**src/rtl/vm2_vic_if.sv**
```systemverilog
// Interrupt-side bus between peripheral controllers, the 1801VM2 core and the VIC.
// The slave modport is the controller; the master modport is the devices plus processor.
interface vm2_vic_if #(
    parameter int N = 8
);
    logic [N-1:0]    irq_i;
    logic [16*N-1:0] ivec_i;
    logic [N-1:0]    dev_ack_o;
    logic            virq_o;
    logic            istb_i;
    logic            iack_o;
    logic [15:0]     ivec_o;

    modport slave (
        input  irq_i, ivec_i, istb_i,
        output dev_ack_o, virq_o, iack_o, ivec_o
    );

    modport master (
        output irq_i, ivec_i, istb_i,
        input  dev_ack_o, virq_o, iack_o, ivec_o
    );
endinterface

```
**src/rtl/vm2_vic.sv**
```systemverilog
// Fixed-priority vectored interrupt controller for the 1801VM2 interrupt port.
// Line 0 wins; the vector read is answered Wishbone-classic style with a one-cycle device ack.
module vm2_vic #(
    parameter int          N        = 8,
    parameter logic [15:0] SPUR_VEC = 16'o000000
) (
    input logic        wb_clk_i,
    input logic        wb_rst_i,
    vm2_vic_if.slave   bus
);
    localparam int SELW = (N > 1) ? $clog2(N) : 1;

    typedef enum logic [1:0] {IDLE, REQ, HOLD, GAP} state_t;

    state_t          state;
    logic [SELW-1:0] sel;
    logic [SELW-1:0] win;
    logic            any;
    logic            found;
    logic            virq;
    logic            iack;
    logic [15:0]     ivec;
    logic [N-1:0]    dev_ack;

    always_comb begin
        win   = '0;
        found = 1'b0;
        for (int unsigned i = 0; i < N; i++) begin
            if (bus.irq_i[i] && !found) begin
                win   = SELW'(i);
                found = 1'b1;
            end
        end
        any = |bus.irq_i;
    end

    always_ff @(posedge wb_clk_i or posedge wb_rst_i) begin
        if (wb_rst_i) begin
            state   <= IDLE;
            sel     <= '0;
            virq    <= 1'b0;
            iack    <= 1'b0;
            ivec    <= '0;
            dev_ack <= '0;
        end else begin
            case (state)
                IDLE: begin
                    virq <= 1'b0;
                    if (any) begin
                        sel   <= win;
                        virq  <= 1'b1;
                        state <= REQ;
                    end else if (bus.istb_i) begin
                        ivec  <= SPUR_VEC;
                        iack  <= 1'b1;
                        state <= HOLD;
                    end
                end
                REQ: begin
                    // The strobe freezes sel even if the request vanished this same cycle.
                    if (bus.istb_i) begin
                        ivec         <= bus.ivec_i[16*sel +: 16];
                        iack         <= 1'b1;
                        dev_ack[sel] <= 1'b1;
                        virq         <= 1'b0;
                        state        <= HOLD;
                    end else if (any) begin
                        sel <= win;
                    end else begin
                        virq  <= 1'b0;
                        state <= IDLE;
                    end
                end
                HOLD: begin
                    dev_ack <= '0;
                    if (!bus.istb_i) begin
                        iack  <= 1'b0;
                        state <= GAP;
                    end
                end
                GAP: begin
                    virq  <= 1'b0;
                    state <= IDLE;
                end
                default: state <= IDLE;
            endcase
        end
    end

    assign bus.virq_o    = virq;
    assign bus.iack_o    = iack;
    assign bus.ivec_o    = ivec;
    assign bus.dev_ack_o = dev_ack;
endmodule

```
**src/flat_wrapper.sv**
```systemverilog
// flat-port wrapper written by rule: the top's interface ports become plain ports
module vm2_vic_flat 
#(
    parameter int          N        = 8,
    parameter logic [15:0] SPUR_VEC = 16'o000000
)
  (wb_clk_i, wb_rst_i, bus_irq_i, bus_ivec_i, bus_istb_i, bus_dev_ack_o, bus_virq_o, bus_iack_o, bus_ivec_o);
  vm2_vic_if #(.N(N)) bus_i ();
  input logic wb_clk_i;
  input logic wb_rst_i;
  input wire logic [$bits(bus_i.irq_i)-1:0] bus_irq_i;
  input wire logic [$bits(bus_i.ivec_i)-1:0] bus_ivec_i;
  input wire logic [$bits(bus_i.istb_i)-1:0] bus_istb_i;
  output wire logic [$bits(bus_i.dev_ack_o)-1:0] bus_dev_ack_o;
  output wire logic [$bits(bus_i.virq_o)-1:0] bus_virq_o;
  output wire logic [$bits(bus_i.iack_o)-1:0] bus_iack_o;
  output wire logic [$bits(bus_i.ivec_o)-1:0] bus_ivec_o;
  assign bus_i.irq_i = bus_irq_i;
  assign bus_i.ivec_i = bus_ivec_i;
  assign bus_i.istb_i = bus_istb_i;
  assign bus_dev_ack_o = bus_i.dev_ack_o;
  assign bus_virq_o = bus_i.virq_o;
  assign bus_iack_o = bus_i.iack_o;
  assign bus_ivec_o = bus_i.ivec_o;
  vm2_vic #(.N(N), .SPUR_VEC(SPUR_VEC)) u_core (.wb_clk_i(wb_clk_i), .wb_rst_i(wb_rst_i), .bus(bus_i));
endmodule
```
**config.mk**
```make
export PLATFORM = sky130hd
export DESIGN_NAME = vm2_vic_flat
export DESIGN_NICKNAME = d
export VERILOG_FILES = /design/src/rtl/vm2_vic_if.sv /design/src/rtl/vm2_vic.sv /design/src/flat_wrapper.sv
export SDC_FILE = /design/constraint.sdc
export NUM_CORES = 1
export LEC_CHECK = 0
export ABC_CLOCK_PERIOD_IN_PS = 3700
export CAP_MARGIN = 15
export CORE_MARGIN = 2
export CORE_UTILIZATION = 39
export DETAILED_ROUTE_END_ITERATION = 8
export GPL_TIMING_DRIVEN = 0
export PLACE_DENSITY = 0.87
export SYNTH_ARGS = -nofsm -noshare
export SYNTH_HDL_FRONTEND = slang
export SYNTH_SLANG_ARGS = --single-unit
```
**constraint.sdc**
```tcl
create_clock -name wb_clk_i -period 3.7 [get_ports wb_clk_i]
set_input_delay 0.555 -clock wb_clk_i [delete_from_list [all_inputs] [get_ports wb_clk_i]]
set_output_delay 0.555 -clock wb_clk_i [all_outputs]
set_load 0.005 [all_outputs]
```
==> flow_summary.ini, run 1 <==
[global_route]
grt_util_all_layers = 0.274
grt_first_pass_wirelength_um = 13600
antenna_found_initial = 0
maximum_number_of_pins_on_one_net_before_global_route_repair = 18
gr-total-overflow = 0
first_global_vias = 2686

[cts]
clk_latency_ns = 0.29
cts_h_tree_depth = 2
tritoncts = built
tritoncts_num_sinks = 31
postCtsResizedCells = 0
cts_hold_repair.buffers = 0
cts.clk_slew.worst_paths_ns = 0.06
cts_made_buffers = 5
cts_root_buf = sky130_fd_sc_hd__clkbuf_8
cts.repair_timing.setup_buffer_count = 0
clock_tree.buffer_depth = 2

[route]
routed_wire_length_per_instance_um = 20.5
route.detailed.vias_per_inst = 5.70
routed-via-count = 2657
drt_pass1_iterations = 7
detail_route.iter0.violations = 256
detail_route.wirelength_um = 9530
drcViolationCount = 0
final_antenna_net_count = 0

[setup_path]
timing.setup.critical_path_class = in -> reg
worstPathBufferInverterCount = 1
start_kind = input port
worstSetupEndpointType = flip-flop
crit_arrival_ns = 2.35
crit_path_max_incr_delay_ns = 0.50
crit_path_top_delay_cell = sky130_fd_sc_hd__nor4_4
crit_required_ns = 3.87
worstPathMaxFanout = 7
crit_chain = clkdlybuf4s50_1 > nor4_4 > and3_1 > a211o_1 > mux2_4
worst_path_dominant_cell_family = simple AND/OR/NAND/NOR gates

[die]
initial_utilization = 0.406
core_um2 = 5960
die_w_um = 82.8
io_pins = 165
cell_rows = 28
design.die.area_um2 = 6850
die_y_um = 82.8

[sta]
slew_headroom = 0.565
timing_worst_slew_pin_value_ns = 0.652
final.setup.tns_ns = 0
final_worst_clock_skew_ns = 0.00504
achievable-frequency_mhz = 459
min_period_over_period = 0.588
finalMaxSlewViolations = 0
final-setup-viol-count = 0
final_period_minus_worst_setup_slack_ns = 2.18
hold_violations = 0
grt_setup_unrepaired = false

[synth]
synth.yosys.seq_area_share = 0.321
number_of_distinct_library_cells_after_synthesis = 49
synth-main-ff-cell = sky130_fd_sc_hd__dfrtp_1
synth_enable_flop_cells = 0
yosys.area.top_type_share = 0.321
synthesis.instances = 218
synth-seq-cells = 31
cell_area_after_technology_mapping_um2 = 2420
synth_top_area_cell = sky130_fd_sc_hd__dfrtp_1
synth_async_sr_flop_share = 1.00
ys_warn_count = 0
post_synth_main_area_contributors = sky130_fd_sc_hd__dfrtp_1, sky130_fd_sc_hd__mux4_2, sky130_fd_sc_hd__mux2i_1
synthesis.nets = 363
syn_avg_cell_area_um2 = 11.1

[pwr]
vdd_ir_drop_max_v = 0.000337
pwr_density_cell_nw_per_um2 = 672
cellLeakagePower_nw = 1.75

[placed_design]
place_hpwl_um = 7640
numPlacedInstances = 458
io_buffer_count = 164
placer_congestion_estimate = 0.845
placed_cell_area_um2 = 4180

[cells_and_area]
most-common-layout-cells = sky130_fd_sc_hd__clkdlybuf4s50_1, sky130_fd_sc_hd__dfrtp_1, sky130_fd_sc_hd__mux4_2, sky130_fd_sc_hd__nor2_1, sky130_fd_sc_hd__mux2i_1
fin_area_um2 = 4300
final_layout_size_suffix_gt1_frac = 0.138
final_common_cell = sky130_fd_sc_hd__clkdlybuf4s50_1
syn_to_final_growth_pct = 77.7
num-nets-final = 535
antenna_cells = 0
fin_cells = 466

[job]
maxCapViolCount = 0

[hold_path]
holdCritPathClass = reg -> reg

[status]
result_of_the_run = finished, final reports clean
[cell usage after synthesis (all sizes together), types with 2 or more instances]
| library cell | number |
|---|---|
| dfrtp | 31 |
| mux4 | 18 |
| nor2 | 16 |
| buf | 14 |
| a21oi | 12 |
| mux2i | 12 |
| o2bb2ai | 11 |
| mux2 | 9 |
| inv | 8 |
| a221oi | 7 |
| and3 | 7 |
| nor2b | 7 |
| a22o | 6 |
| ha | 6 |
| o21ai | 5 |
| a22oi | 4 |
| nand2 | 4 |
| nand3 | 4 |
| a31oi | 3 |
| nor3 | 3 |
| o211ai | 3 |
| a21o | 2 |
| a221o | 2 |
| a222oi | 2 |
| a32oi | 2 |
| and2 | 2 |
| nor4 | 2 |
| o22a | 2 |
| o22ai | 2 |
[kinds of logic after synthesis]
family / share of synthesized area
flip-flops: 0.321
AO/OA/AOI/OAI: 0.228
multiplexers: 0.261
buffers and inverters: 0.0465
AND/OR/NAND/NOR: 0.114
adder cells (fa/ha/maj): 0.0310
[path summary, 6_finish.rpt]
| path | from | endpoint | slack (ns) | depth (start not counted) |
|---|---|---|---|---|
| worst max-delay path | bus_irq_i[3] | u_core.state[0] | 1.52 | 5 |
| worst min-delay path | u_core.bus.ivec_o[9] | u_core.bus.ivec_o[9] | 0.49 | 1 |
| worst max register to register | u_core.sel[1] | u_core.bus.ivec_o[11] | 1.74 | 5 |
| worst min register to register | u_core.bus.ivec_o[9] | u_core.bus.ivec_o[9] | 0.49 | 1 |
| max in group asynchronous | wb_rst_i | u_core.bus.ivec_o[12] | 2.53 | 3 |
| min in group asynchronous | wb_rst_i | u_core.bus.ivec_o[7] | 0.65 | 2 |
[sequential cells by signal, summed over array words and instances (netlist names)]
signal and count:
u_core.bus.ivec_o 16, u_core.bus.virq_o 1, u_core.state 2, u_core.bus.iack_o 1, u_core.bus.dev_ack_o 8, u_core.sel 3
[power breakdown]
| part | internal (mW) | switching [mW] |
|---|---|---|
| combinational | 1.02 | 0.900 |
| sequential | 0.503 | 0.116 |
| clock | 0.218 | 0.133 |
[layer usage]
layer	wire, um	track usage	vias to the layer above	share of wire
met1	3570	0.347	1287	0.37
met3	799	0.0649	16	0.084
met2	4960	0.455	133	0.52
li1	-	-	1221	-
met4	203	0.105	0	0.021
met5	0	0	-	0
[metrics by stage]
step	setup WS, ns	hold WS [ns]	power [mW]	util
2_1_floorplan	1.94	0.479	1.75	-
3_3_place_gp	1.31	0.472	2.46	0.698
3_5_place_dp	1.27	0.473	2.53	0.702
4_1_cts	1.54	0.491	2.89	0.722
5_1_grt	1.49	0.508	3.07	0.722
6_report	1.52	0.489	2.89	0.722
[area by class of cell]
type                    count  area, um2
clock buffers               6       82.6
clock inverters             2       35.0
flip-flops and latches     31        776
repair buffers            165       1670
inverters                   8       30.0
plain buffers              15       82.6
multi-input cells         164       1530
fillers                   473       1660
well taps                  75       93.8
No activity file was read; power rests on OpenSTA's default activity.
==> inputs of run 2 (changes only) <==
- ABC_CLOCK_PERIOD_IN_PS: 3700 -> 1800
- CORE_UTILIZATION: 39 -> 33
- PLACE_DENSITY: 0.87 -> 0.79
- clock period: 3.7 -> 1.8 ns (I/O delays scaled with it)
==> run 2 against run 1 <==
Against the previous run:
- final cell count increased by 5.6%
- clock power increased by 53%
- utilization decreased by 11 points
- cell area increased by 1.6%
- critical path type unchanged
- combinational power increased by 110%
- die area increased by 17%
- worst hold slack got worse by 0.19 ns
- clock skew increased by 0.0021 ns
- sequential power increased by 100%
- via count increased by 0.98%
- critical path depth increased by 1
- register-to-register slack got worse by 1.7 ns
==> flow_summary.ini, run 2 (synthesized netlist as in run 1, its figures left out) <==
[cts]
cts_h_tree_depth = 2
clk_latency_ns = 0.28
clock_tree.buffer_depth = 2
cts_made_buffers = 5
cts.clk_slew.worst_paths_ns = 0.07
cts_root_buf = sky130_fd_sc_hd__clkbuf_8
tritoncts = built
tritoncts_num_sinks = 31

[global_route]
antenna_found_initial = 0
grt_util_all_layers = 0.225
grt_first_pass_wirelength_um = 13600
maximum_number_of_pins_on_one_net_before_global_route_repair = 24
first_global_vias = 2765
gr-total-overflow = 0

[cells_and_area]
num-nets-final = 537
final_layout_size_suffix_gt1_frac = 0.160
fin_cells = 492
fin_area_um2 = 4370
most-common-layout-cells = sky130_fd_sc_hd__clkdlybuf4s50_1, sky130_fd_sc_hd__dfrtp_1, sky130_fd_sc_hd__mux4_2, sky130_fd_sc_hd__nor2_1, sky130_fd_sc_hd__mux2i_1
antenna_cells = 0
final_common_cell = sky130_fd_sc_hd__clkdlybuf4s50_1
syn_to_final_growth_pct = 80.6
layout.core_utilization = 0.609
flip_flop_count_of_the_largest_register_after_layout = 16

[status]
result_of_the_run = finished, final reports clean

[die]
initial_utilization = 0.337
die_w_um = 89.6
design.die.area_um2 = 8030
cell_rows = 31
die_y_um = 89.6
core_um2 = 7180
io_pins = 165

[setup_path]
crit_arrival_ns = 1.93
start_kind = input port
worst_path_dominant_cell_family = buffers and inverters
crit_chain = clkdlybuf4s50_1 > nor4_4 > buf_4 > and3_4 > a211o_1 > mux2_4
crit_path_top_delay_cell = sky130_fd_sc_hd__clkdlybuf4s50_1
worstPathBufferInverterCount = 2
crit_required_ns = 1.97
worstPathMaxFanout = 5
worstSetupEndpointType = flip-flop
timing.setup.critical_path_class = in -> reg
crit_path_max_incr_delay_ns = 0.48

[sta]
grt_setup_unrepaired = false
final.setup.tns_ns = 0
final.hold.worst_slack_ns = 0.296
min_period_over_period = 0.973
slew_headroom = 0.600
achievable-frequency_mhz = 571
final_period_minus_worst_setup_slack_ns = 1.75
finalMaxSlewViolations = 0
final-setup-viol-count = 0
final_worst_clock_skew_ns = 0.00714
worst_slack_ns = 0.0486
timing_worst_slew_pin_value_ns = 0.599
hold_violations = 0

[route]
total_length_of_routed_met2_wires_um = 4830
final_antenna_net_count = 0
routed_wire_length_per_instance_um = 19.5
detail_route.wirelength_um = 9580
route.detailed.vias_per_inst = 5.45
detail_route.iter0.violations = 119
routed-via-count = 2683
drt_pass1_iterations = 5
wl_met1_um = 3840
routed-wl-met3_um = 801
highest-signal-layer = met4
drcViolationCount = 0

[pwr]
vdd_ir_drop_max_v = 0.000677
cellLeakagePower_nw = 1.76
p_total_mw = 5.76
pwr_density_cell_nw_per_um2 = 1320

[placed_design]
worst_setup_slack_post_dpl_ns = -0.346
io_buffer_count = 164
numPlacedInstances = 482
placed_cell_area_um2 = 4210
placer_congestion_estimate = 0.856
place_hpwl_um = 7730

[hold_path]
holdCritPathClass = in -> async

[job]
maxCapViolCount = 0
==> run 2: worst paths after layout <==
check	startpoint	end	slack, ns	cells after the start
worst max-delay path	bus_irq_i[3]	u_core.state[0]	0.05	6
worst min-delay path	wb_rst_i	u_core.bus.iack_o	0.30	2
worst max register to register	u_core.sel[1]	u_core.bus.ivec_o[11]	0.08	4
worst min register to register	u_core.bus.ivec_o[9]	u_core.bus.ivec_o[9]	0.49	1
max in group asynchronous	wb_rst_i	u_core.bus.ivec_o[13]	1.04	3
min in group wb_clk_i	u_core.bus.ivec_o[9]	u_core.bus.ivec_o[9]	0.49	1
==> run 2: final cells by class <==
| type | instances | area (um2) |
|---|---|---|
| Fill cell | 598 | 2810 |
| Timing Repair Buffer | 168 | 1690 |
| Multi-Input combinational cell | 164 | 1560 |
| Sequential cell | 31 | 777 |
| Tap cell | 99 | 124 |
| Buffer | 14 | 96.3 |
| Clock buffer | 6 | 72.6 |
| Inverter | 8 | 30.0 |
| Clock inverter | 2 | 12.5 |
==> run 2: where the power goes <==
group          leakage, nW  switching [mW]  internal [mW]  total, mW
registers            0.383           0.231           1.04       1.27
clock network       0.0412           0.269          0.270      0.538
logic                 1.33            1.80           2.15       3.95
total                 1.76            2.30           3.46       5.76
==> run 2: layer usage <==
metal / vias to the layer above / GRT usage
li1: 1218 / -
met1: 1333 / 0.270
met2: 123 / 0.401
met3: 9 / 0.0576
met4: 0 / 0.0543
met5: - / 0
==> run 2: worst reg2reg max path, stage by stage (launching register included) <==
cell,delay [ns]
sky130_fd_sc_hd__dfrtp_2,0.44
sky130_fd_sc_hd__mux2_1,0.34
sky130_fd_sc_hd__a221o_1,0.36
sky130_fd_sc_hd__a222oi_1,0.37
sky130_fd_sc_hd__o2bb2ai_1,0.10
==> run 2: timing repair <==
item,CTS,global route
gates resized for setup,4,13
pin swaps,1,3
setup endpoints to repair,12,19
buffers inserted,2,1
hold buffers,0,0
